[src/rtl/timer_dev_if.sv]
// Data-bus port bundle between the CPU load/store path and the timer peripheral.
interface timer_dev_if #(
  parameter int unsigned WIDTH = 32
) ();

  logic [1:0]       addr;
  logic             we;
  logic [WIDTH-1:0] din;
  logic [WIDTH-1:0] dout;
  logic             irq;

  modport master (
    output addr,
    output we,
    output din,
    input  dout,
    input  irq
  );

  modport slave (
    input  addr,
    input  we,
    input  din,
    output dout,
    output irq
  );

endinterface

[src/rtl/timer_dev.sv]
// Memory-mapped countdown timer: CTRL/PRESET/COUNT registers, preset/count FSM
// and a level interrupt gated by the CTRL mask bit.
module timer_dev #(
  parameter int unsigned WIDTH = 32
) (
  input  logic        clk,
  input  logic        rst,
  timer_dev_if.slave  bus
);

  localparam logic [1:0] ADDR_CTRL   = 2'd0;
  localparam logic [1:0] ADDR_PRESET = 2'd1;
  localparam logic [1:0] ADDR_COUNT  = 2'd2;
  localparam logic [1:0] MODE_AUTO   = 2'b01;

  typedef enum logic [1:0] {
    ST_IDLE = 2'd0,
    ST_LOAD = 2'd1,
    ST_CNT  = 2'd2,
    ST_INT  = 2'd3
  } state_e;

  state_e           state_q;
  state_e           state_d;

  logic             en_q;
  logic [1:0]       mode_q;
  logic             im_q;
  logic [WIDTH-1:0] preset_q;
  logic [WIDTH-1:0] count_q;
  logic             pend_q;

  logic             wr_ctrl_c;
  logic             wr_preset_c;
  logic             cnt_gt1_c;
  logic             auto_rl_c;

  logic             count_load_c;
  logic             count_dec_c;
  logic             count_zero_c;
  logic             pend_set_c;
  logic             en_clr_c;

  assign wr_ctrl_c   = bus.we && (bus.addr == ADDR_CTRL);
  assign wr_preset_c = bus.we && (bus.addr == ADDR_PRESET);
  assign cnt_gt1_c   = count_q > WIDTH'(1);
  assign auto_rl_c   = mode_q == MODE_AUTO;

  // State register
  always_ff @(posedge clk or posedge rst) begin
    if (rst) begin
      state_q <= ST_IDLE;
    end else begin
      state_q <= state_d;
    end
  end

  // Next-state logic
  always_comb begin
    state_d = state_q;
    case (state_q)
      ST_IDLE: begin
        if (en_q) state_d = ST_LOAD;
      end
      ST_LOAD: begin
        state_d = ST_CNT;
      end
      ST_CNT: begin
        if (!en_q) begin
          state_d = ST_IDLE;
        end else if (!cnt_gt1_c) begin
          state_d = ST_INT;
        end
      end
      ST_INT: begin
        state_d = auto_rl_c ? ST_LOAD : ST_IDLE;
      end
      default: begin
        state_d = ST_IDLE;
      end
    endcase
  end

  // FSM actions on the datapath; COUNT of 0 or 1 both terminate so it never wraps
  always_comb begin
    count_load_c = 1'b0;
    count_dec_c  = 1'b0;
    count_zero_c = 1'b0;
    pend_set_c   = 1'b0;
    en_clr_c     = 1'b0;
    case (state_q)
      ST_LOAD: begin
        count_load_c = 1'b1;
      end
      ST_CNT: begin
        if (en_q) begin
          if (cnt_gt1_c) begin
            count_dec_c = 1'b1;
          end else begin
            count_zero_c = 1'b1;
            pend_set_c   = 1'b1;
          end
        end
      end
      ST_INT: begin
        if (!auto_rl_c) en_clr_c = 1'b1;
      end
      default: begin
      end
    endcase
  end

  // CTRL: software write beats the one-shot EN clear
  always_ff @(posedge clk or posedge rst) begin
    if (rst) begin
      en_q   <= 1'b0;
      mode_q <= 2'b00;
      im_q   <= 1'b0;
    end else if (wr_ctrl_c) begin
      en_q   <= bus.din[0];
      mode_q <= bus.din[2:1];
      im_q   <= bus.din[3];
    end else if (en_clr_c) begin
      en_q   <= 1'b0;
    end
  end

  always_ff @(posedge clk or posedge rst) begin
    if (rst) begin
      preset_q <= '0;
    end else if (wr_preset_c) begin
      preset_q <= bus.din;
    end
  end

  always_ff @(posedge clk or posedge rst) begin
    if (rst) begin
      count_q <= '0;
    end else if (count_load_c) begin
      count_q <= preset_q;
    end else if (count_dec_c) begin
      count_q <= count_q - WIDTH'(1);
    end else if (count_zero_c) begin
      count_q <= '0;
    end
  end

  // Pending flag: terminal-count set wins over a same-cycle CTRL/PRESET write clear
  always_ff @(posedge clk or posedge rst) begin
    if (rst) begin
      pend_q <= 1'b0;
    end else if (pend_set_c) begin
      pend_q <= 1'b1;
    end else if (wr_ctrl_c || wr_preset_c) begin
      pend_q <= 1'b0;
    end
  end

  // Same-cycle read mux
  always_comb begin
    bus.dout = '0;
    case (bus.addr)
      ADDR_CTRL:   bus.dout = WIDTH'({im_q, mode_q, en_q});
      ADDR_PRESET: bus.dout = preset_q;
      ADDR_COUNT:  bus.dout = count_q;
      default:     bus.dout = '0;
    endcase
  end

  assign bus.irq = pend_q & im_q;

endmodule

[src/flat_wrapper.sv]
// flat-port wrapper written by rule: the top's interface ports become plain ports
module timer_dev_flat 
#(
  parameter int unsigned WIDTH = 32
)
  (clk, rst, bus_addr, bus_we, bus_din, bus_dout, bus_irq);
  timer_dev_if #(.WIDTH(WIDTH)) bus_i ();
  input  logic clk;
  input  logic rst;
  input wire logic [$bits(bus_i.addr)-1:0] bus_addr;
  input wire logic [$bits(bus_i.we)-1:0] bus_we;
  input wire logic [$bits(bus_i.din)-1:0] bus_din;
  output wire logic [$bits(bus_i.dout)-1:0] bus_dout;
  output wire logic [$bits(bus_i.irq)-1:0] bus_irq;
  assign bus_i.addr = bus_addr;
  assign bus_i.we = bus_we;
  assign bus_i.din = bus_din;
  assign bus_dout = bus_i.dout;
  assign bus_irq = bus_i.irq;
  timer_dev #(.WIDTH(WIDTH)) u_core (.clk(clk), .rst(rst), .bus(bus_i));
endmodule
[config.mk]
export PLATFORM = sky130hd
export DESIGN_NAME = timer_dev_flat
export DESIGN_NICKNAME = d
export VERILOG_FILES = /design/src/rtl/timer_dev_if.sv /design/src/rtl/timer_dev.sv /design/src/flat_wrapper.sv
export SDC_FILE = /design/constraint.sdc
export NUM_CORES = 1
export LEC_CHECK = 0
export ABC_AREA = 1
export BUFFER_PORTS_ARGS = -buffer_cell sky130_fd_sc_hd__buf_2
export CELL_PAD_IN_SITES_DETAIL_PLACEMENT = 0
export CELL_PAD_IN_SITES_GLOBAL_PLACEMENT = 2
export CORE_AREA = 10 10 132 134
export DETAILED_ROUTE_END_ITERATION = 8
export DIE_AREA = 0 0 142 144
export GPL_ROUTABILITY_DRIVEN = 0
export PLACE_DENSITY = 0.79
export SYNTH_ARGS = -nofsm -noshare
export SYNTH_HDL_FRONTEND = slang
export SYNTH_SLANG_ARGS = --single-unit
[constraint.sdc]
create_clock -name clk -period 2.2 [get_ports clk]
set_input_delay 0.44 -clock clk [delete_from_list [all_inputs] [get_ports clk]]
set_output_delay 0.44 -clock clk [all_outputs]
set_load 0.01 [all_outputs]
-- Word level (Yosys, flattened, before mapping)
Index checks and enable logic that the tools add are counted.
Widths: inputs -> output; s select.
- bitwise logic cells: 1
- muxes and demuxes: 22
- add/subtract/negate cells: 1
- reductions and logical operators: 9
- magnitude comparators: 1
- equal/unequal tests: 8
- operator list (operator ; number):
    $mux 32 ; 3
    $pmux 32 s3 ; 1
    $gt 32x1->1 const B ; 1
    $sub 32x1->32 const B ; 1
    $mux 1 ; 14
    $pmux 2 s4 ; 1
    $eq 2x1->1 const B ; 3
    $eq 2x2->1 const B ; 3
    $mux 2 ; 3
    $logic_not 2->1 ; 2
    $reduce_bool 2->1 ; 2
    $ne 3x3->1 const B ; 1
    $reduce_bool 3->1 ; 1
    $logic_and 1x1->1 ; 2
    $ne 2x1->1 const B ; 1
    $reduce_and 2->1 ; 1
    $and 1x1->1 ; 1
    $logic_or 1x1->1 ; 1
- register bits after elaboration: 71
- logic and storage cells: 49
- output and inout port bits: 33
- bits of input ports: 37

-- Longest topological paths before layout
- word-level depth: 7
- gate-level depth with buffers: 10
- mapped depth without buffers: 10

-- Worst setup path after synthesis
OpenSTA, ideal clock, no wires.
- kind: input to output
- from: in bus_addr[0]
- to: out bus_dout[0]
- stages: 5
- path buffers: 2
- setup slack: 0.526 ns
- arrival: 1.234 ns
- path through: inv_1 -> nand2_1 -> clkbuf_1 -> buf_2 -> o211ai_1
- longest elaborated chain between the ends: 2
- elaborated cells between the ends (all ways): 4
- those cells by class: eq/ne (2); mux (1); reduce/logical (1)
- RTL lines (element ; RTL line ; RTL):
    start, declared ; flat_wrapper.sv:10 ; input wire logic [$bits(bus_i.addr)-1:0] bus_addr;
    $eq 2x2->1 (tied with other cells) ; timer_dev.sv:162 ; case (bus.addr)
    $pmux 32 s3 * ; timer_dev.sv:162 ;
    end, declared ; flat_wrapper.sv:13 ; output wire logic [$bits(bus_i.dout)-1:0] bus_dout;
Every way passes the cells marked *; elsewhere a longest branch is shown, timed or not.

-- Worst setup path after layout
- from: in bus_addr[0]
- to: out bus_dout[22]
Same word-level chain as after synthesis.

==> key figures <==
Drt
  • Routed len/inst: 15.6 microns
  • Starting DRT DRC Count: roughly 220
  • Via Count: between 3000 and 4000
  • Mean number of vias per cell: roughly 4.7
  • DR pass1 iterations: 5
  • DRT antenna net count: 0
  • WL final: ~13 mm
  • DRC: 0

Global route
  • Final global-route overflow total: 0
  • Number of global-route vias before repair: roughly 4100
  • First-pass GRT wire length: about 21 mm
  • GRT Total Usage: between 10% and 20%
  • Largest net degree at the start of global routing: 72
  • Initial antenna violation count: 0

Setup path
  • Crit path top cell by count: buf_2
  • CP required: between 1.5 and 2 ns
  • Crit path to: bus_dout[22]
  • Worst R2R Setup Slack: 0.40 ns
  • CP max stage delay: around 0.35 ns
  • Reg2Reg Depth: 10
  • Source of the critical timing path: bus_addr[0]
  • CP cell instances: buf_2 -> inv_1 -> nand2_1 -> buf_4 -> o21ai_0 -> buf_2
  • Crit path max-delay cell type: o21ai_0
  • R2R Path Start: u_core.count_q[0]$_DFFE_PP0P_
  • Kind of cell adding the most delay to the critical path: buffers and inverters
  • Cell count along the critical path: 6
  • Bufs and invs on worst path: 4
  • Arrival @ worst endpoint: roughly 1.6 ns
  • Crit path launch type: input port
  • Crit Path Category: in -> out
  • Worst setup EP type: output pin
  • Crit-path max FO: 15
  • Reg2reg end: u_core.count_q[8]$_DFFE_PP0P_

Yosys
  • Synth Register Bits: just over 70
  • Post-synthesis cell type count: 30
  • Ys Warns: 0
  • Most used DFF post-synth: dfrtp_1
  • Number of enable flip-flop cells after synthesis: 0
  • Top-count cell post-synth: nand2_1
  • Mapped Cells: 552
  • Synthesized net count: roughly 590
  • Commonest cells post-synth: nand2_1 (162), dfrtp_1 (71), nor2_1 (59)
  • Leading area contributor after synthesis: dfrtp_1
  • Asr flop ratio synth: 100%
  • Netlist Area Pre-Place: around 4200 sq um
  • Yosys top cell area share: a little over two fifths
  • Syn Area/Cell: around 7.7 sq um
  • Top cells by area, synth: dfrtp_1 (42%), nand2_1 (14%), nor2_1 (5.2%)
  • Sequential share of the synthesized area: between 40% and 50%

Timing
  • Worst slew pin tran: approximately 0.38 ns
  • Fin. max-slew vios: 0
  • Final setup fails: 0
  • Slew headroom: around 74%
  • Worst Skew: ~0.0057 ns
  • Fmax: between 400 and 500 MHz
  • Unrepaired setup endpoints after global routing: no
  • Tcrit/Tclk final: slightly above 90%
  • Hold Vio Cnt, Final: 0
  • Post-route setup TNS: 0 ns
  • Crit path time final: ~2.1 ns

Pwr
  • Power per Cell Area: ~1200 nW/um^2
  • Total power: between 0.006 and 0.007 W
  • VDD IR max: between 0.4 and 0.5 mV
  • Leak Pwr: between 2 and 3 nW

Die
  • Ports: 70
  • Chip height: between 100 and 150 microns
  • Effective utilization at floorplan: ~28%
  • Num rows: 45
  • Die W: between 100 and 150 microns
  • Total core area: roughly 15000 sq um
  • Area of the die: between 20000 and 25000 sq um

Clocking
  • Clock root buffer: clkbuf_16
  • Reg clk slew, reported paths: roughly 0.06 ns
  • Clock buffer depth: 2
  • Number of CTS-inserted buffers: 9
  • CTS tree: done
  • Hold-fix buffers at CTS: 0
  • H-tree depth: 3
  • Clock Latency Late Sink: ~0.35 ns
  • Post-cts resize count: 0
  • Post-CTS setup buffers: 0
  • Clock Sinks: 71

Run
  • Max cap viols: 0

Status
  • Status: finished clean

Worst hold path
  • Worst min path class: in -> async

Cells and area
  • Multi-input gate area in the final layout: roughly 2100 sq um
  • Share of layout cells above drive strength 1: between 20% and 30%
  • FF+latch area: 1780 sq um
  • Final #Nets: 670
  • Area growth, synth to finish: 22.4%
  • FILL cells: about 1600
  • Ant. Diodes: 0

Placed design
  • PortBufs: just under 70
  • Dpl hpwl: about 9.6 mm
report_power, final:
part / total, W / leakage [nW] / switching [W] / internal [W]
Clock: 0.00146 / 0.146 / 0.000562 / 0.000903
Sequential: 0.00219 / 0.859 / 0.000463 / 0.00173
Combinational: 0.00245 / 1.55 / 0.00156 / 0.000891
Total: 0.00611 / 2.55 / 0.00259 / 0.00352
through the flow:
| step | hold WS (ns) | setup slack, ns | instances | utilization (%) | cell area [sq um] |
|---|---|---|---|---|---|
| detailed placement | 0.507 | 0.0676 | 808 | 32.9 | 4890 |
| global placement | 0.493 | 0.110 | 808 | 32.9 | 4890 |
| finish | 0.194 | 0.143 | 824 | 34.9 | 5180 |
| global route | 0.241 | 0.0249 | 824 | 34.9 | 5180 |
| floorplan | 0.465 | 0.526 | 552 | - | 4240 |
| CTS | 0.203 | 0.0667 | 824 | 34.9 | 5180 |
flip-flops by register name, indices dropped and copies added, names as in the netlist:
register / count
u_core.count_q: 32
u_core.en_q: 1
u_core.state_q: 2
u_core.im_q: 1
u_core.mode_q: 2
u_core.preset_q: 32
u_core.pend_q: 1
area by class of cell:
| cell class | count | area share (%) |
|---|---|---|
| inverter | 60 | 4.42 |
| clock buffer | 12 | 4.75 |
| clock inverter | 4 | 0.869 |
| tap | 188 | 4.54 |
| sequential | 71 | 34.3 |
| multi-input combinational | 403 | 41.3 |
| timing repair buffer | 86 | 9.85 |
per-layer routing:
metal  track usage [%]  vias to the layer above  share of wire, %
met5                 0                        -                 0
met4              5.00                        0              0.97
met3              3.15                        8               4.0
met2              20.9                       60                47
met1              16.6                     1823                48
li1                  -                     1943                 -
worst min-delay path: cells and delay by family:
| kind | cells | cell delay, ns |
|---|---|---|
| buffers and inverters | 3 | 0.51 |
logic make-up (layout without fill, tap and decap cells):
logic type | count (synthesis) | after routing | share of synthesized area, %
XOR/XNOR | 12 | 12 | 2.48
adder cells (fa/ha/maj) | 2 | 2 | 0.591
AND/OR/NAND/NOR | 302 | 302 | 32.8
buffers and inverters | 78 | 162 | 7.53
AO/OA/AOI/OAI | 68 | 68 | 9.57
flip-flops | 71 | 71 | 41.9
multiplexers | 19 | 19 | 5.05
cell usage in the layout, fill, tap and decap left out, types with 2 or more instances in the layout:
| cell type | count |
|---|---|
| o21ai_2 | 2 |
| mux2_2 | 19 |
| nand2_2 | 4 |
| nand3_1 | 37 |
| buf_2 | 69 |
| nor2_2 | 7 |
| buf_12 | 3 |
| nor2_1 | 58 |
| clkbuf_1 | 2 |
| nand3_2 | 19 |
| buf_4 | 14 |
| nand2_4 | 2 |
| o21ai_0 | 34 |
| a21oi_1 | 9 |
| nor2_4 | 4 |
| o22ai_1 | 9 |
| ha_1 | 2 |
| inv_1 | 57 |
| nand2_1 | 162 |
| a22oi_1 | 7 |
| xor2_1 | 12 |
| nand4_1 | 7 |
| clkbuf_16 | 9 |
| dfrtp_1 | 71 |
| o211ai_1 | 4 |
| clkinv_2 | 3 |
how the worst min path moves through the flow:
| stage | to | startpoint | slack, ns | cells past startpoint |
|---|---|---|---|---|
| 2_1_floorplan | u_core.count_q[23]$_DFFE_PP0P_ | u_core.preset_q[23]$_DFFE_PP0P_ | 0.47 | 2 |
| 3_3_place_gp | u_core.mode_q[0]$_DFFE_PP0P_ | u_core.mode_q[0]$_DFFE_PP0P_ | 0.49 | 2 |
| 3_5_place_dp | u_core.count_q[7]$_DFFE_PP0P_ | u_core.preset_q[7]$_DFFE_PP0P_ | 0.51 | 2 |
| 4_1_cts | u_core.preset_q[5]$_DFFE_PP0P_ | rst | 0.20 | 3 |
| 5_1_grt | u_core.preset_q[5]$_DFFE_PP0P_ | rst | 0.24 | 3 |
| 6_report | u_core.preset_q[5]$_DFFE_PP0P_ | rst | 0.19 | 3 |
(Power assumes the default switching activity.)
